[src/rtl/mul_div_unit.sv]
// mul_div_unit: RISC-V M-extension multiply/divide unit with ready/valid handshake.
// Multiplies in a two-stage pipeline (product, then sign fix/select); divides with a
// restoring radix-2 iterative divider that takes one quotient bit per cycle.
module mul_div_unit #(
  parameter int DATA_WIDTH = 32
) (
  input  logic                  clk,
  input  logic                  reset,
  input  logic                  enable_in,
  input  logic [2:0]            op,
  input  logic [DATA_WIDTH-1:0] x,
  input  logic [DATA_WIDTH-1:0] y,
  output logic                  ready,
  output logic                  enable_out,
  output logic [DATA_WIDTH-1:0] result,
  output logic                  div_by_zero,
  output logic                  ov
);

  localparam int W  = DATA_WIDTH;
  localparam int PW = 2 * DATA_WIDTH;
  localparam int CW = $clog2(DATA_WIDTH + 1);

  localparam logic [2:0] OP_MUL = 3'b000;

  typedef enum logic [2:0] {
    IDLE,
    MUL_PIPE,
    DIV_ITER,
    DIV_FIX,
    DONE
  } state_t;

  state_t state, next_state;

  // Captured operation and working registers
  logic [2:0]    op_q;
  logic [W-1:0]  a_q;      // multiplicand magnitude, or dividend shifting into quotient
  logic [W-1:0]  b_q;      // multiplier / divisor magnitude
  logic [W-1:0]  r_q;      // partial remainder
  logic [PW-1:0] p_q;      // unsigned product of magnitudes
  logic          neg_q;    // negate product / quotient
  logic          rneg_q;   // negate remainder (dividend sign)
  logic          dz_q;
  logic          ov_q;
  logic          stage_q;  // second multiply pipeline cycle
  logic [CW-1:0] cnt_q;

  // Operand decode on the live inputs, used only at acceptance
  logic          x_signed, y_signed, x_neg, y_neg;
  logic [W-1:0]  x_mag, y_mag;
  logic          div_zero_in, div_ov_in, accept;

  always_comb begin
    x_signed    = !(op == 3'b011 || op == 3'b101 || op == 3'b111);
    y_signed    = (op == 3'b000 || op == 3'b001 || op == 3'b100 || op == 3'b110);
    x_neg       = x_signed & x[W-1];
    y_neg       = y_signed & y[W-1];
    x_mag       = x_neg ? -x : x;
    y_mag       = y_neg ? -y : y;
    div_zero_in = op[2] && (y == '0);
    div_ov_in   = op[2] && !op[0] && (x == {1'b1, {(W-1){1'b0}}}) && (y == '1);
    accept      = enable_in & ready;
  end

  // Restoring-division step and final sign fix / result selection
  logic [W:0]    shifted, diff;
  logic [PW-1:0] p_fix;
  logic [W-1:0]  q_fix, r_fix, result_d;
  logic          load_result;

  always_comb begin
    shifted     = {r_q, a_q[W-1]};
    diff        = shifted - {1'b0, b_q};
    p_fix       = neg_q ? -p_q : p_q;
    q_fix       = neg_q ? -a_q : a_q;
    r_fix       = rneg_q ? -r_q : r_q;
    if (op_q[2])
      result_d = op_q[1] ? r_fix : q_fix;
    else
      result_d = (op_q == OP_MUL) ? p_fix[W-1:0] : p_fix[PW-1:W];
    load_result = (state == MUL_PIPE && stage_q) || (state == DIV_FIX);
  end

  // State register
  // NOTE: clocked state uses non-blocking (<=) so every flop samples pre-edge values.
  always_ff @(posedge clk) begin
    if (reset) state <= IDLE;
    else       state <= next_state;
  end

  // Next-state and handshake outputs
  // NOTE: every output of this block gets a default first so no path infers a latch.
  always_comb begin
    next_state = state;
    ready      = 1'b0;
    enable_out = 1'b0;
    case (state)
      IDLE, DONE: begin
        ready      = 1'b1;
        enable_out = (state == DONE);
        if (enable_in) begin
          if (!op[2])                        next_state = MUL_PIPE;
          else if (div_zero_in || div_ov_in) next_state = DIV_FIX;
          else                               next_state = DIV_ITER;
        end else begin
          next_state = IDLE;
        end
      end
      MUL_PIPE: if (stage_q) next_state = DONE;
      DIV_ITER: if (cnt_q == CW'(1)) next_state = DIV_FIX;
      DIV_FIX:  next_state = DONE;
      default:  next_state = IDLE;
    endcase
  end

  // Datapath: capture at acceptance, then multiply or iterate
  // NOTE: working registers carry no reset; the FSM never reads them before acceptance loads them.
  always_ff @(posedge clk) begin
    if (accept) begin
      op_q    <= op;
      a_q     <= x_mag;
      b_q     <= y_mag;
      r_q     <= '0;
      neg_q   <= x_neg ^ y_neg;
      rneg_q  <= x_neg;
      dz_q    <= div_zero_in;
      ov_q    <= div_ov_in;
      stage_q <= 1'b0;
      cnt_q   <= CW'(W);
      if (div_zero_in) begin
        a_q    <= '1;
        r_q    <= x;
        neg_q  <= 1'b0;
        rneg_q <= 1'b0;
      end else if (div_ov_in) begin
        a_q    <= x;
        r_q    <= '0;
        neg_q  <= 1'b0;
        rneg_q <= 1'b0;
      end
    end else begin
      case (state)
        MUL_PIPE: begin
          if (!stage_q) p_q <= PW'(a_q) * PW'(b_q);
          stage_q <= 1'b1;
        end
        DIV_ITER: begin
          r_q   <= diff[W] ? shifted[W-1:0] : diff[W-1:0];
          a_q   <= {a_q[W-2:0], ~diff[W]};
          cnt_q <= cnt_q - 1'b1;
        end
        default: ;
      endcase
    end
  end

  // Result and flag registers, updated only when entering DONE
  always_ff @(posedge clk) begin
    if (reset) begin
      result      <= '0;
      div_by_zero <= 1'b0;
      ov          <= 1'b0;
    end else if (load_result) begin
      result      <= result_d;
      div_by_zero <= op_q[2] & dz_q;
      ov          <= op_q[2] & ov_q;
    end
  end

endmodule

[config.mk]
export PLATFORM = sky130hd
export DESIGN_NAME = mul_div_unit
export DESIGN_NICKNAME = d
export VERILOG_FILES = /design/src/rtl/mul_div_unit.sv
export SDC_FILE = /design/constraint.sdc
export NUM_CORES = 2
export LEC_CHECK = 0
export CAP_MARGIN = 20
export CELL_PAD_IN_SITES_DETAIL_PLACEMENT = 2
export CELL_PAD_IN_SITES_GLOBAL_PLACEMENT = 2
export CORE_MARGIN = 2
export CORE_UTILIZATION = 46
export CTS_BUF_LIST = sky130_fd_sc_hd__clkbuf_4
export CTS_CLUSTER_DIAMETER = 150
export DETAILED_ROUTE_END_ITERATION = 7
export MAX_ROUTING_LAYER = met4
export PLACE_DENSITY = 0.91
export SLEW_MARGIN = 15
export SYNTH_ARGS = -nofsm -noshare
export SYNTH_HDL_FRONTEND = slang
export SYNTH_SLANG_ARGS = --single-unit
[constraint.sdc]
create_clock -name clk -period 15.97 [get_ports clk]
set_input_delay 1.597 -clock clk [delete_from_list [all_inputs] [get_ports clk]]
set_output_delay 1.597 -clock clk [all_outputs]
set_load 0.005 [all_outputs]
==> impl_results.md, run 1 <==
- Global-route usage over all layers: 76.1%
- Netlist cell types: 86
- Post-Syn Instances: 5280
- Initial antenna violation count: 54
- Status: did not finish
- Largest net degree at the start of global routing: 66
- Post-placement setup slack: 6.36 ns
- Clk buf depth: 3
- Post-cts resize count: 0
- Ports: 106
- Die height: around 330 um
- Yosys reg bits: 211
- Die Span X: 326 um
- Top FF cell, synth: edfxtp_1
- Row cnt: roughly 120
- Total gr overflow: about 120
- Stop Error: [ERROR GRT-0232] Routing congestion too high. Check the congestion heatmap in the GUI.
- Clock tree sinks: 211
- Starting Density: 46.6%
- Placed inst area: 49800 sq um
- Post CTS Setup Buffer Count: 0
- DP Wirelength: 189000 um
- Avg Cell Area, Syn: 9.01 sq um
- Syn Std Cell Area: 47600 sq um
- YS warnings: 0
- Failing step: 5_1_grt
- IO Port Bufs: about 110
- Syn nets: 6551
- Post-synthesis sequential area ratio: 12.4%
- Async SR Flop Fraction: 0%
- RD Place Congestion: approximately 0.96
- Total CTS buffers: 61
- # hold bufs at CTS: 0
- H-tree depth: 2
- Post-synth EDFFs: 167
- CTS Root Cell: clkbuf_4
[logic make-up after synthesis]
logic type / count (synthesis) / synth area share [%]
fa+ha+maj: 1201 / 45.7
xor+xnor: 260 / 4.79
mux: 28 / 0.592
compound gates: 648 / 8.85
buf+inv: 1260 / 10.0
flops: 211 / 12.4
simple gates: 1672 / 17.7
[through the flow]
step                std cells  util (%)  hold WS [ns]
detailed placement       6514      48.7         0.444
global placement         6511      48.7         0.430
floorplan                5280         -         0.435
CTS                      6625      49.5         0.455
[cells in the mapped netlist (9+ instances only)]
cell type  instances  share of area (%)
inv_1            927                7.3
fa_1             897                 38
nand2_1          603                4.8
and2_1           540                7.1
ha_1             304                8.0
clkbuf_1         295                2.3
nor2_1           233                1.8
a21oi_1          201                2.1
edfxtp_1         167                 11
xnor2_1          151                2.8
o21ai_0          130                1.4
xor2_1           109                2.0
nand3_1           55               0.58
o31ai_1           54               0.85
a21o_1            44               0.69
dfxtp_1           44                1.9
nor3_1            44               0.46
nand4_1           30               0.39
a211oi_1          28               0.44
mux2i_1           27               0.57
and3_1            26               0.34
o41ai_1           24               0.44
or3_1             22               0.29
or4_1             21               0.33
nor4_1            20               0.26
a31oi_1           19               0.25
buf_1             19               0.15
o211ai_1          18               0.28
nand2b_1          16               0.21
nor2b_1           14               0.18
o21a_1            14               0.22
buf_2             13               0.14
o21bai_1          13               0.21
a311oi_1           9               0.17
[routing by layer]
| metal | GRT overflow | global-route usage [%] |
|---|---|---|
| met5 | - | - |
| met4 | 55 | 73.3 |
| met3 | 1 | 64.1 |
| met2 | 67 | 90.0 |
| met1 | 1 | 73.2 |
==> run 2, diff against run 1 <==
CELL_PAD_IN_SITES_DETAIL_PLACEMENT = not set   (was 2)
CELL_PAD_IN_SITES_GLOBAL_PLACEMENT = not set   (was 2)
CORE_UTILIZATION = 40   (was 46)
CTS_BUF_LIST = not set   (was sky130_fd_sc_hd__clkbuf_4)
CTS_CLUSTER_DIAMETER = not set   (was 150)
MAX_ROUTING_LAYER = not set   (was met4)
PLACE_DENSITY = not set   (was 0.91)
PLACE_DENSITY_LB_ADDON = 0.15   (was not set)
==> run 2 against run 1 <==
  * The flow now finishes without violations
  * Synthesized area unchanged
  * Synthesized cell count unchanged
==> impl_results.md, run 2 <==
- Startpoint types: register
- Final setup TNS: 0 ns
- Clk Latency, worst-skew pair: ~0.65 ns
- Top FF cell, synth: edfxtp_1
- FF-to-FF path depth: 22
- Ports: 106
- Via density: 5.50
- F_max: 0.105 GHz
- Total gr overflow: 0
- H-tree depth: 1
- Fill count: 11700
- Status: completed
- Hold WC Path Type: register to register
- CP Class: register to register
- DRT Wirelength: 167000 um
- Ratio of cells with drive above 1 in the final layout: 3.82%
- Die height: 349 um
- RD Place Congestion: 0.964
- Crit-path cells: buf_4 > and2_1 > fa_1 > fa_1 > inv_1 > fa_1 > fa_1 > inv_1 > fa_1 > fa_1 > fa_1 > fa_1 > ha_1 > nand2_1 > nor2_1 > or4b_1 > a311oi_1 > o2111ai_1 > a21oi_1 > nor2_1 > o211a_1 > a2111oi_0
- Final setup vio count: 0
- Clock Skews: 0.0447 ns
- Post-Syn Instances: 5280
- Post-placement setup slack: 6.60 ns
- Async SR Flop Fraction: 0%
- Total CTS buffers: 29
- Arrival time worst endpoint: 9.85 ns
- Commonest non-fill, non-tap cell in the layout: inv_1
- CTS Root Cell: clkbuf_16
- Most common cell in the netlist: inv_1
- Part of the cycle the worst path needs: 59.5%
- Critical path's top delay family: adder cells
- IO Port Bufs: 105
- Final Max Slew Viols: 0
- CTS tree: yes
- Fin crit period: 9.50 ns
- Vias: 37100
- Avg Cell Area, Syn: 9.01 sq um
- Worst slew pin tran: 1.10 ns
- Largest net degree at the start of global routing: 91
- Routed Antenna Nets: 0
- Unrepaired setup endpoints after global routing: false
- # hold bufs at CTS: 0
- Area grow syn2layout: 7.48%
- Global-route usage over all layers: 27.9%
- Crit path required time: 16.32 ns
- Die ar.: 122000 sq um
- Clk buf depth: 3
- CP max FO: 22
- Synth top area cells: fa_1 (38%), edfxtp_1 (11%), ha_1 (8.0%), inv_1 (7.3%), and2_1 (7.1%)
- Most frequent cells in the layout: inv_1 (926), fa_1 (897), nand2_1 (602)
- Initial antenna violation count: 6
- Max Used Layer: met5
- Buffers plus inverters on the worst setup path: 3
- Vias in the first global route: between 30000 and 40000
- Post CTS Setup Buffer Count: 0
- Met3 Wirelength: 11800 um
- Post-synthesis sequential area ratio: approximately 12%
- Met2 WL post-DR: between 70000 and 80000 um
- Yosys top cell area share: 37.7%
- Leading area contributor after synthesis: fa_1
- Clk pin slew, worst setup/hold paths: 0.07 ns
- Iteration-0 DRC Markers: 2738
- Final worst setup slack: 6.47 ns
- Biggest register: p_q
- Hold path depth: 2
- First-pass GRT wire length: around 250000 um
- Nets: 6456
- Yosys reg bits: 211
- Max reg flops: between 60 and 70
- Final std cells w/o fill: just under 7000
- Drt wl/cell: 24.7 um
- Cells after DPL: approximately 6700
- Residual DRC: 0
- Worst path most repeated cell: fa_1
- Worst path max stage delay: 0.91 ns
- Row cnt: 126
- Die Span X: ~350 um
- Rel. slew slack: about a quarter
- Max Cap Viol: 0
- CP max-delay cell: edfxtp_1
- Netlist cell types: 86
- Routed metal-1 wirelength: 69800 um
- Post-cts resize count: 0
- Core box area: 118000 sq um
- Post-synth EDFFs: 167
- Crit path depth: 22
- Clock tree sinks: 211
- DP Wirelength: 129000 um
- Syn nets: around 6600
- YS warnings: 0
- Starting Density: 40.3%
- Worst hold slack: ~0.45 ns
- Drt first pass iters: 6
- Commonest cells post-synth: inv_1 (927), fa_1 (897), nand2_1 (603)
- Syn Std Cell Area: 47600 sq um
- Crit end category: register
- Fin. Hold Viols: 0
## run 2: cell counts after synthesis
No cell type changed its count.
## run 2: cell families (layout without fill, tap and decap cells)
group,count (synthesis),count (layout),share of synthesized area [%]
compound gates,648,648,8.85
xor+xnor,260,260,4.79
fa+ha+maj,1201,1201,45.7
buf+inv,1260,1188,10.0
flops,211,211,12.4
mux,28,28,0.592
other cells,0,1,0
simple gates,1672,1672,17.7
## run 2: final cells by class
type                       instances  area, sq um  share of cell area, %
clock buffer                      31          743                   1.45
timing repair buffer             204         1810                   3.53
clock inverter                    23          295                  0.577
multi-input combinational       3809        37000                   72.3
sequential                       211         5900                   11.5
inverter                         930         3490                   6.83
tap                             1536         1920                   3.76
antenna                            1         2.50                0.00489
## run 2: path summary, 6_finish.rpt
path,startpoint,to,slack (ns)
worst max-delay path,a_q[14],p_q[59],6.47
worst min-delay path,result[15],result[15],0.45
worst min register to register,result[15],result[15],0.45
worst max register to register,a_q[14],p_q[59],6.47
## run 2: per-layer routing
layer	track usage, %	vias up
li1	-	16300
met2	47.0	1257
met4	8.07	2
met3	4.34	239
met5	0	-
met1	37.0	19300
## run 2: worst register-to-register path, cell delays in order, from the launching register on
cell       delay [ns]
edfxtp_1         0.91
buf_4            0.46
and2_1           0.21
fa_1             0.42
fa_1             0.48
inv_1            0.06
fa_1             0.45
fa_1             0.56
inv_1            0.07
fa_1             0.55
fa_1             0.43
fa_1             0.51
fa_1             0.43
ha_1             0.46
nand2_1          0.16
nor2_1           0.17
or4b_1           0.46
a311oi_1         0.82
o2111ai_1        0.37
a21oi_1          0.34
nor2_1           0.14
o211a_1          0.23
a2111oi_0        0.49
## run 2: through the flow
stage	instance area (sq um)	util [%]
final	51100	43.3
after floorplan	47600	-
after global routing	51100	43.3
after detailed placement	50100	42.4
after global placement	50100	42.4
after CTS	51100	43.3
Power of run 2 is not shown: default switching activity piles up to over one toggle a cycle in this logic, so the estimate is an artifact.
